<file path="src/rtl/fb_pkg.sv">
// Frame-buffer arbiter shared definitions: geometry, grant encoding and the
// clear-engine state type.
package fb_pkg;

  localparam int ADDR_W   = 17;
  localparam int DATA_W   = 8;
  localparam int DEPTH    = 76800;   // 320x240 pixels
  localparam int READ_LAT = 1;

  // Last address the clear engine writes; the counter parks here.
  localparam logic [ADDR_W-1:0] CLR_LAST = ADDR_W'(DEPTH - 1);

  typedef enum logic [1:0] {
    GNT_NONE = 2'd0,
    GNT_DISP = 2'd1,
    GNT_WR   = 2'd2,
    GNT_CLR  = 2'd3
  } gnt_t;

  typedef enum logic [1:0] {
    CLR_IDLE = 2'd0,
    CLR_RUN  = 2'd1,
    CLR_DONE = 2'd2
  } clr_state_t;

endpackage

</file>
<file path="src/rtl/fb_clear_seq.sv">
// Clear engine: walks the whole frame buffer writing one latched colour.
//   clk_25    pixel clock
//   rst       synchronous active-high reset
//   clr_start start request (ignored unless idle)
//   clr_data  fill colour, latched on an accepted start
//   advance   arbiter strobe: the current clear write was granted this cycle
//   req       clear write pending (state RUN)
//   addr/data address and colour of the pending clear write
//   busy      clear in progress
//   done      one-cycle pulse after the final write is granted
//
// state    | meaning
// ---------+---------------------------------------------------------
// CLR_IDLE | waiting for clr_start
// CLR_RUN  | requesting writes; addr advances only when granted
// CLR_DONE | final write granted; done pulses for this one cycle
module fb_clear_seq
  import fb_pkg::*;
(
  input  logic              clk_25,
  input  logic              rst,
  input  logic              clr_start,
  input  logic [DATA_W-1:0] clr_data,
  input  logic              advance,
  output logic              req,
  output logic [ADDR_W-1:0] addr,
  output logic [DATA_W-1:0] data,
  output logic              busy,
  output logic              done
);

  clr_state_t state;

  always_ff @(posedge clk_25) begin
    if (rst) begin
      state <= CLR_IDLE;
      addr  <= '0;
      data  <= '0;
      busy  <= 1'b0;
      done  <= 1'b0;
    end else begin
      done <= 1'b0;
      case (state)
        CLR_IDLE: begin
          if (clr_start) begin
            state <= CLR_RUN;
            addr  <= '0;
            data  <= clr_data;
            busy  <= 1'b1;
          end
        end
        CLR_RUN: begin
          if (advance) begin
            // Counter holds at the last address rather than wrapping.
            if (addr == CLR_LAST) begin
              state <= CLR_DONE;
              busy  <= 1'b0;
              done  <= 1'b1;
            end else begin
              addr <= addr + 1'b1;
            end
          end
        end
        CLR_DONE: state <= CLR_IDLE;
        default: begin
          state <= CLR_IDLE;
          busy  <= 1'b0;
        end
      endcase
    end
  end

  assign req = (state == CLR_RUN);

endmodule

</file>
<file path="src/rtl/fb_arbiter.sv">
// Single-port frame-buffer arbiter: display scanout > image writer > clear.
// The winner's command is registered onto mem_*; display reads return on
// disp_data with a fixed 1+READ_LAT cycle latency.
//   clk_25, rst                     clock, synchronous active-high reset
//   disp_req/disp_addr              display read request
//   disp_data/disp_valid            display read return
//   wr_valid/wr_addr/wr_data/wr_ready  writer valid/ready channel
//   clr_start/clr_data              clear request and fill colour
//   clr_busy/clr_done               clear status
//   mem_en/mem_we/mem_addr/mem_wdata/mem_rdata  frame RAM port
//   gnt                             grant of the command now on mem_*
module fb_arbiter
  import fb_pkg::*;
(
  input  logic              clk_25,
  input  logic              rst,
  input  logic              disp_req,
  input  logic [ADDR_W-1:0] disp_addr,
  output logic [DATA_W-1:0] disp_data,
  output logic              disp_valid,
  input  logic              wr_valid,
  input  logic [ADDR_W-1:0] wr_addr,
  input  logic [DATA_W-1:0] wr_data,
  output logic              wr_ready,
  input  logic              clr_start,
  input  logic [DATA_W-1:0] clr_data,
  output logic              clr_busy,
  output logic              clr_done,
  output logic              mem_en,
  output logic              mem_we,
  output logic [ADDR_W-1:0] mem_addr,
  output logic [DATA_W-1:0] mem_wdata,
  input  logic [DATA_W-1:0] mem_rdata,
  output logic [1:0]        gnt
);

  logic              wr_fire;
  logic              clr_req;
  logic              clr_adv;
  logic [ADDR_W-1:0] clr_addr;
  logic [DATA_W-1:0] clr_wdata;
  logic [READ_LAT:0] rd_vld_sr;
  gnt_t              gnt_q;

  // The writer only ever loses to the display, so ready is just !disp_req.
  assign wr_ready = !disp_req && !rst;
  assign wr_fire  = wr_valid && wr_ready;
  assign clr_adv  = clr_req && !disp_req && !wr_fire;

  fb_clear_seq u_clear (
    .clk_25    (clk_25),
    .rst       (rst),
    .clr_start (clr_start),
    .clr_data  (clr_data),
    .advance   (clr_adv),
    .req       (clr_req),
    .addr      (clr_addr),
    .data      (clr_wdata),
    .busy      (clr_busy),
    .done      (clr_done)
  );

  always_ff @(posedge clk_25) begin
    if (rst) begin
      gnt_q     <= GNT_NONE;
      mem_en    <= 1'b0;
      mem_we    <= 1'b0;
      mem_addr  <= '0;
      mem_wdata <= '0;
      rd_vld_sr <= '0;
    end else begin
      rd_vld_sr <= {rd_vld_sr[READ_LAT-1:0], disp_req};
      if (disp_req) begin
        gnt_q    <= GNT_DISP;
        mem_en   <= 1'b1;
        mem_we   <= 1'b0;
        mem_addr <= disp_addr;
      end else if (wr_fire) begin
        gnt_q     <= GNT_WR;
        mem_en    <= 1'b1;
        mem_we    <= 1'b1;
        mem_addr  <= wr_addr;
        mem_wdata <= wr_data;
      end else if (clr_req) begin
        gnt_q     <= GNT_CLR;
        mem_en    <= 1'b1;
        mem_we    <= 1'b1;
        mem_addr  <= clr_addr;
        mem_wdata <= clr_wdata;
      end else begin
        // Address and data hold so an idle RAM port does not toggle.
        gnt_q  <= GNT_NONE;
        mem_en <= 1'b0;
        mem_we <= 1'b0;
      end
    end
  end

  assign disp_valid = rd_vld_sr[READ_LAT];
  assign disp_data  = disp_valid ? mem_rdata : '0;
  assign gnt        = gnt_q;

endmodule
</file>
<file path="config.mk">
export PLATFORM = sky130hd
export DESIGN_NAME = fb_arbiter
export DESIGN_NICKNAME = d
export VERILOG_FILES = /design/src/rtl/fb_pkg.sv /design/src/rtl/fb_clear_seq.sv /design/src/rtl/fb_arbiter.sv
export SDC_FILE = /design/constraint.sdc
export NUM_CORES = 1
export LEC_CHECK = 0
export CELL_PAD_IN_SITES_DETAIL_PLACEMENT = 1
export CELL_PAD_IN_SITES_GLOBAL_PLACEMENT = 1
export CORE_ASPECT_RATIO = 1.75
export CORE_MARGIN = 5
export CORE_UTILIZATION = 35
export CTS_CLUSTER_DIAMETER = 60
export DETAILED_ROUTE_END_ITERATION = 10
export PLACE_DENSITY = 0.82
export SKIP_LAST_GASP = 1
export SYNTH_ARGS = -nofsm -noshare
export SYNTH_HDL_FRONTEND = slang
export SYNTH_SLANG_ARGS = --single-unit
</file>
<file path="constraint.sdc">
create_clock -name clk_25 -period 2.7 [get_ports clk_25]
set_input_delay 0.54 -clock clk_25 [delete_from_list [all_inputs] [get_ports clk_25]]
set_output_delay 0.54 -clock clk_25 [all_outputs]
set_load 0.01 [all_outputs]
</file>
== After elaboration in Yosys (flattened, before gate mapping) ==
Cells that the tools add are included.

* Flip-flop bits (word level): 60
* Logic and storage cells: 67
* Output and inout port bits: 41
* Input port bits: 63

* Reductions and logical operators: 18
* Bitwise logic cells: 4
* Eq/ne operators: 7
* Muxes and demuxes: 25
* Add/subtract/negate cells: 1

{| class="wikitable"
|+ Operators by type and width
! operator !! number
|-
| $mux 17 || 6
|-
| $pmux 17 s2 || 1
|-
| $mux 8 || 3
|-
| $add 17x1->17 const B || 1
|-
| $eq 17x17->1 const B || 1
|-
| $mux 2 || 5
|-
| $mux 1 || 8
|-
| $reduce_and 4->1 || 2
|-
| $logic_and 1x1->1 || 4
|-
| $ne 2x1->1 const B || 2
|-
| $ne 2x2->1 const B || 2
|-
| $not 1->1 || 4
|-
| $pmux 2 s2 || 1
|-
| $reduce_and 2->1 || 2
|-
| $reduce_bool 2->1 || 2
|-
| $logic_not 1->1 || 3
|-
| $pmux 1 s3 || 1
|-
| $reduce_and 3->1 || 1
|-
| $reduce_bool 3->1 || 1
|-
| $reduce_or 3->1 || 1
|-
| $eq 2x1->1 const B || 1
|-
| $eq 2x2->1 const B || 1
|-
| $logic_not 2->1 || 1
|-
| $reduce_or 2->1 || 1
|}

== Logic depth before layout (Yosys ltp) ==
* Depth after elaboration: 7
* Gate-level depth with buffers: 8

== Cells and area by module ==
A second synthesis with hierarchy kept.

* Cell total of the unflattened synthesis: 381
* Area total of the unflattened synthesis: 2,994.1 sq um

{| class="wikitable"
|+ By module, submodules not included
! module !! seq. area each (sq um) !! area each (sq um) !! cells each !! instances
|-
| fb_clear_seq || 580.6 || 1,501.4 || 188 || 1
|-
| fb_arbiter || 600.6 || 1,492.7 || 193 || 1
|}

== Worst setup path before layout ==
No wires, ideal clock.

* Kind: input-to-reg
* Start: input port disp_req
* End: register u_clear.addr[12]
* Setup slack: 0.700 ns
* Required time: 2.626 ns
* Cell stages on the path: 7
* Arrival time: 1.926 ns
* Path buffers: 2
* Cell sequence: buf_2 -> inv_1 -> a31oi_4 -> or2_1 -> buf_2 -> or4_1 -> a31oi_1

* Longest elaborated chain between the ends: 7

{| class="wikitable"
|+ Ends and longest elaborated chain
! element !! RTL line !! RTL
|-
| start, declared || fb_arbiter.sv:17 || <nowiki>input logic disp_req,</nowiki>
|-
| $logic_not 1->1 (*) || fb_arbiter.sv:46, fb_arbiter.sv:48 ||
|-
| $logic_and 1x1->1 || fb_arbiter.sv:46 || <nowiki>assign wr_ready = !disp_req && !rst;</nowiki>
|-
| $logic_and 1x1->1 || fb_arbiter.sv:47 || <nowiki>assign wr_fire = wr_valid && wr_ready;</nowiki>
|-
| $logic_not 1->1 || fb_arbiter.sv:48 || <nowiki>assign clr_adv = clr_req && !disp_req && !wr_fire;</nowiki>
|-
| $logic_and 1x1->1 (*) || fb_arbiter.sv:48 ||
|-
| $ne 2x1->1 (no source line) (*) || -- ||
|-
| $reduce_and 4->1 (no source line) (*) || -- ||
|-
| end signal, assigned || fb_clear_seq.sv:60 || <nowiki>addr <= addr + 1'b1;</nowiki>
|-
| end, declared || fb_clear_seq.sv:26 || <nowiki>output logic [ADDR_W-1:0] addr,</nowiki>
|}

Every way passes the cells marked *; elsewhere a longest branch is shown, timed or not.
A chain may end at the register's enable or synchronous reset.

== Final worst setup path ==
* Start: register u_clear.addr[0]
* End: register u_clear.addr[6]

* Longest elaborated chain between the ends: 4

{| class="wikitable"
|+ Ends and longest elaborated chain
! element !! RTL line !! RTL
|-
| $add 17x1->17 || fb_clear_seq.sv:60 ||
|-
| $mux 17 || fb_clear_seq.sv:55 || <nowiki>if (addr == CLR_LAST) begin</nowiki>
|-
| $mux 17 || fb_clear_seq.sv:53 || <nowiki>if (advance) begin</nowiki>
|-
| $pmux 17 s2 || fb_clear_seq.sv:43 || <nowiki>case (state)</nowiki>
|}

Parallel ways exist; a longest one is shown, timed or not. The select of a mux whose other input is x is not followed.

==> impl_metrics.json <==
{
  "antenna_cells": 0,
  "synth_async_sr_flop_share": 0,
  "die_h_um": 132.4,
  "rr_worst_depth": 6,
  "worstPathRequired_ns": 2.93,
  "area.growth.synth_to_final_pct": 48.39,
  "synth_ff_type": "dfxtp_1",
  "clk-insertion-delay-late_ns": 0.34,
  "detailedPlace.worstSlack_ns": 0.1055,
  "final.setup.worst_slack_ns": 0.2511,
  "crit_cells": 6,
  "synth-edff-count": 0,
  "clk_path_buf_depth": 2,
  "place.port_buffers": 103,
  "routed-via-count": 3217,
  "setup-violations-final": 0,
  "p_per_area_nw_per_um2": 589.3,
  "share_of_layout_cells_above_drive_strength_1": 0.09422,
  "placement.cell_area_um2": 4116,
  "detailedRoute.firstIterationViolations": 206,
  "grt_use_total": 0.2263,
  "post-route-min-period_ns": 2.449,
  "postRouteWirelength_mm": 11.52,
  "cts_max_level": 3,
  "ir_drop_uv": 448.2,
  "grt_antenna_before_repair": 0,
  "place_hpwl_mm": 8.480,
  "wire_per_inst_um": 19.79,
  "cts.reportedPaths.clkPinSlew_ns": 0.05,
  "globalRoute.totalOverflow": 0,
  "antenna_left": 0,
  "pwr-share-seq": 0.358,
  "gp_routability_congestion": 0.8846,
  "vias_per_cell": 5.527,
  "die_width_um": 79.95,
  "critPathBufInv": 0,
  "tritoncts": "done",
  "max_clock_freq_ghz": 0.4083,
  "synth_seq_cells": 59,
  "design.die.area_um2": 10590,
  "syn_nets": 429,
  "worst_slew_pin_slew_ns": 0.7827,
  "core_um2": 8313,
  "worstSetupEndpointType": "flip-flop",
  "synth.yosys.seq_area_share": 0.3942,
  "net-switching-power_mw": 0.6134,
  "synth_cell_types": 57,
  "worst_path_max_delay_cell": "and2_1",
  "synth_common_cells": "59 x dfxtp_1, 58 x nand2_1, 49 x nor2_1, 22 x a21oi_1, 17 x nand3_1",
  "max_slew_margin": 0.4765,
  "grt_first_pass_wirelength_mm": 18.29,
  "worstHoldStart": "rd_vld_sr[0]",
  "critical_path.top_delay_family": "simple AND/OR/NAND/NOR gates",
  "initial_core_util": 0.3605,
  "layout.cells.non_filler": 582,
  "ctsResizeCount": 0,
  "post_synth.cell_area_avg_um2": 8.210,
  "grt_pass1_vias": 3449,
  "power_switching_share": 0.2341,
  "timing.setup.critical_path_class": "flip-flop to flip-flop",
  "cts-root-buf": "clkbuf_16",
  "core.rowCount": 44,
  "synth.top_cells.by_area": "dfxtp_1 39%, nand2_1 7.3%, nor2_1 6.1%",
  "p_comb_frac": 0.147,
  "final_non_filler_cell_area_um2": 4447,
  "holdPathStages": 1,
  "maxSlewViolCount": 0,
  "p_int_mw": 2.007,
  "timing.hold.worst.class": "flip-flop to flip-flop",
  "synth_area_um2": 2997,
  "fin_tns_setup_ns": 0,
  "filler_cell_count": 968,
  "drt_first_pass_iters": 6,
  "max_cap_violations": 0,
  "multiInputGateArea_um2": 1640,
  "cts.repair_timing.setup_buffer_count": 0,
  "timing.critical_path.arrival_ns": 2.68,
  "synthMostInstantiatedCell": "dfxtp_1",
  "cts_hold_repair.buffers": 0,
  "crit_start": "u_clear.addr[0]",
  "worstPathMaxFanout": 17,
  "grt_start_max_net_pins": 40,
  "register_area_um2": 1181,
  "tritoncts.num_buffers": 9,
  "status": "finished, final reports clean",
  "clock-skew-final_ns": 0.004954,
  "yosys.area.top_type": "dfxtp_1",
  "yosys.area.top_type_share": 0.3942,
  "period_share": 0.9070,
  "worst_hold_slack_ns": 0.4543,
  "yosys_warnings": 0,
  "p_clk_frac": 0.495,
  "critPathLaunchType": "flip-flop",
  "rsz0062_at_grt": "no",
  "pin_count": 104,
  "drt_drc_violations_left": 0,
  "leakagePower_nw": 1.628,
  "nets": 527,
  "cp_cell_sequence": "ha_1 > nand3_1 > nor3_1 > and2_1 > o311ai_0 > o41ai_1",
  "timing_hold_violations_final": 0,
  "postSynthCellCount": 365,
  "number_of_placed_cells_counting_well_taps": 567,
  "critical-path-max-stage-delay_ns": 0.61,
  "regToRegStartpoint": "u_clear.addr[0]",
  "cts.sink_count": 59
}
-- cell usage in the layout, fill, tap and decap left out, types with 3 or more instances in the layout --
master           synthesis  layout
nand2_1                 58      58
a221oi_1                 3       3
a222oi_1                 9       9
or4_1                    5       5
clkdlybuf4s50_1          0     102
bufinv_16                0       3
and2_1                  13      13
o41ai_1                  5       5
a21oi_1                 22      22
nand4_1                  4       4
nor2_1                  49      49
mux2i_1                 15      15
nor2b_1                  5       5
a311oi_1                 8       8
nor4_1                   3       3
inv_1                    4       4
clkinv_2                 0       3
o21ai_1                  3       3
buf_4                    3      12
o21ai_0                  8       8
o311ai_0                 4       4
dfxtp_1                 59      59
nand3_1                 17      17
o31ai_1                  4       4
clkbuf_16                0       9
-- sequential cells by signal, indices dropped and copies added (netlist names) --
| name | count |
|---|---|
| gnt | 2 |
| mem_addr | 17 |
| mem_en | 1 |
| mem_wdata | 8 |
| rd_vld_sr | 2 |
| u_clear.addr | 17 |
| u_clear.busy | 1 |
| u_clear.data | 8 |
| u_clear.done | 1 |
| u_clear.state | 2 |
-- cell type report --
type / count / share of cell area
multi-input combinational: 273 / 0.3689
sequential: 59 / 0.2656
timing repair buffer: 116 / 0.2555
clock buffer: 9 / 0.05065
tap: 115 / 0.03236
clock inverter: 6 / 0.02364
inverter: 4 / 0.003376
-- routing by layer --
| layer | routed length, um | global-route usage | up-vias |
|---|---|---|---|
| li1 | - | - | 1514 |
| met1 | 4016 | 0.2291 | 1594 |
| met2 | 6687 | 0.4225 | 85 |
| met3 | 469 | 0.05540 | 24 |
| met4 | 344 | 0.09774 | 0 |
| met5 | 0 | 0 | - |
-- power groups by stage --
stage                     Clock (mW)  Sequential (mW)  Combinational [mW]
after floorplan                    0            0.962               0.166
after global placement             0            0.955               0.376
after detailed placement           0            0.956               0.384
after CTS                       1.32            0.939               0.388
after global routing            1.36            0.943               0.414
final                           1.30            0.939               0.385
-- cells by family (layout without fill, tap and decap cells) --
family / after synthesis / in the layout / synth area share
AO/OA/AOI/OAI: 79 / 79 / 0.1929
adder cells (fa/ha/maj): 1 / 1 / 0.004175
buffers and inverters: 33 / 135 / 0.06054
flip-flops: 59 / 59 / 0.3942
multiplexers: 15 / 15 / 0.05010
AND/OR/NAND/NOR: 178 / 178 / 0.2981
-- metrics by stage --
step | utilization | power, mW
after floorplan | - | 1.127
after global placement | 0.4952 | 1.331
after detailed placement | 0.4952 | 1.340
after CTS | 0.5349 | 2.644
after global routing | 0.5349 | 2.720
final | 0.5349 | 2.621
-- worst register-to-register path, cell delays in order, from the launching register on --
cell and delay (ns):
dfxtp_1 0.42, ha_1 0.26, nand3_1 0.19, nor3_1 0.53, and2_1 0.61, o311ai_0 0.23, o41ai_1 0.10
-- final timing paths --
kind                                        end  slack, ns
worst max-delay path            u_clear.addr[6]       0.25
worst max register to register  u_clear.addr[6]       0.25
worst min register to register     rd_vld_sr[1]       0.45
worst min-delay path               rd_vld_sr[1]       0.45
Power figures use the tool's default switching activity.
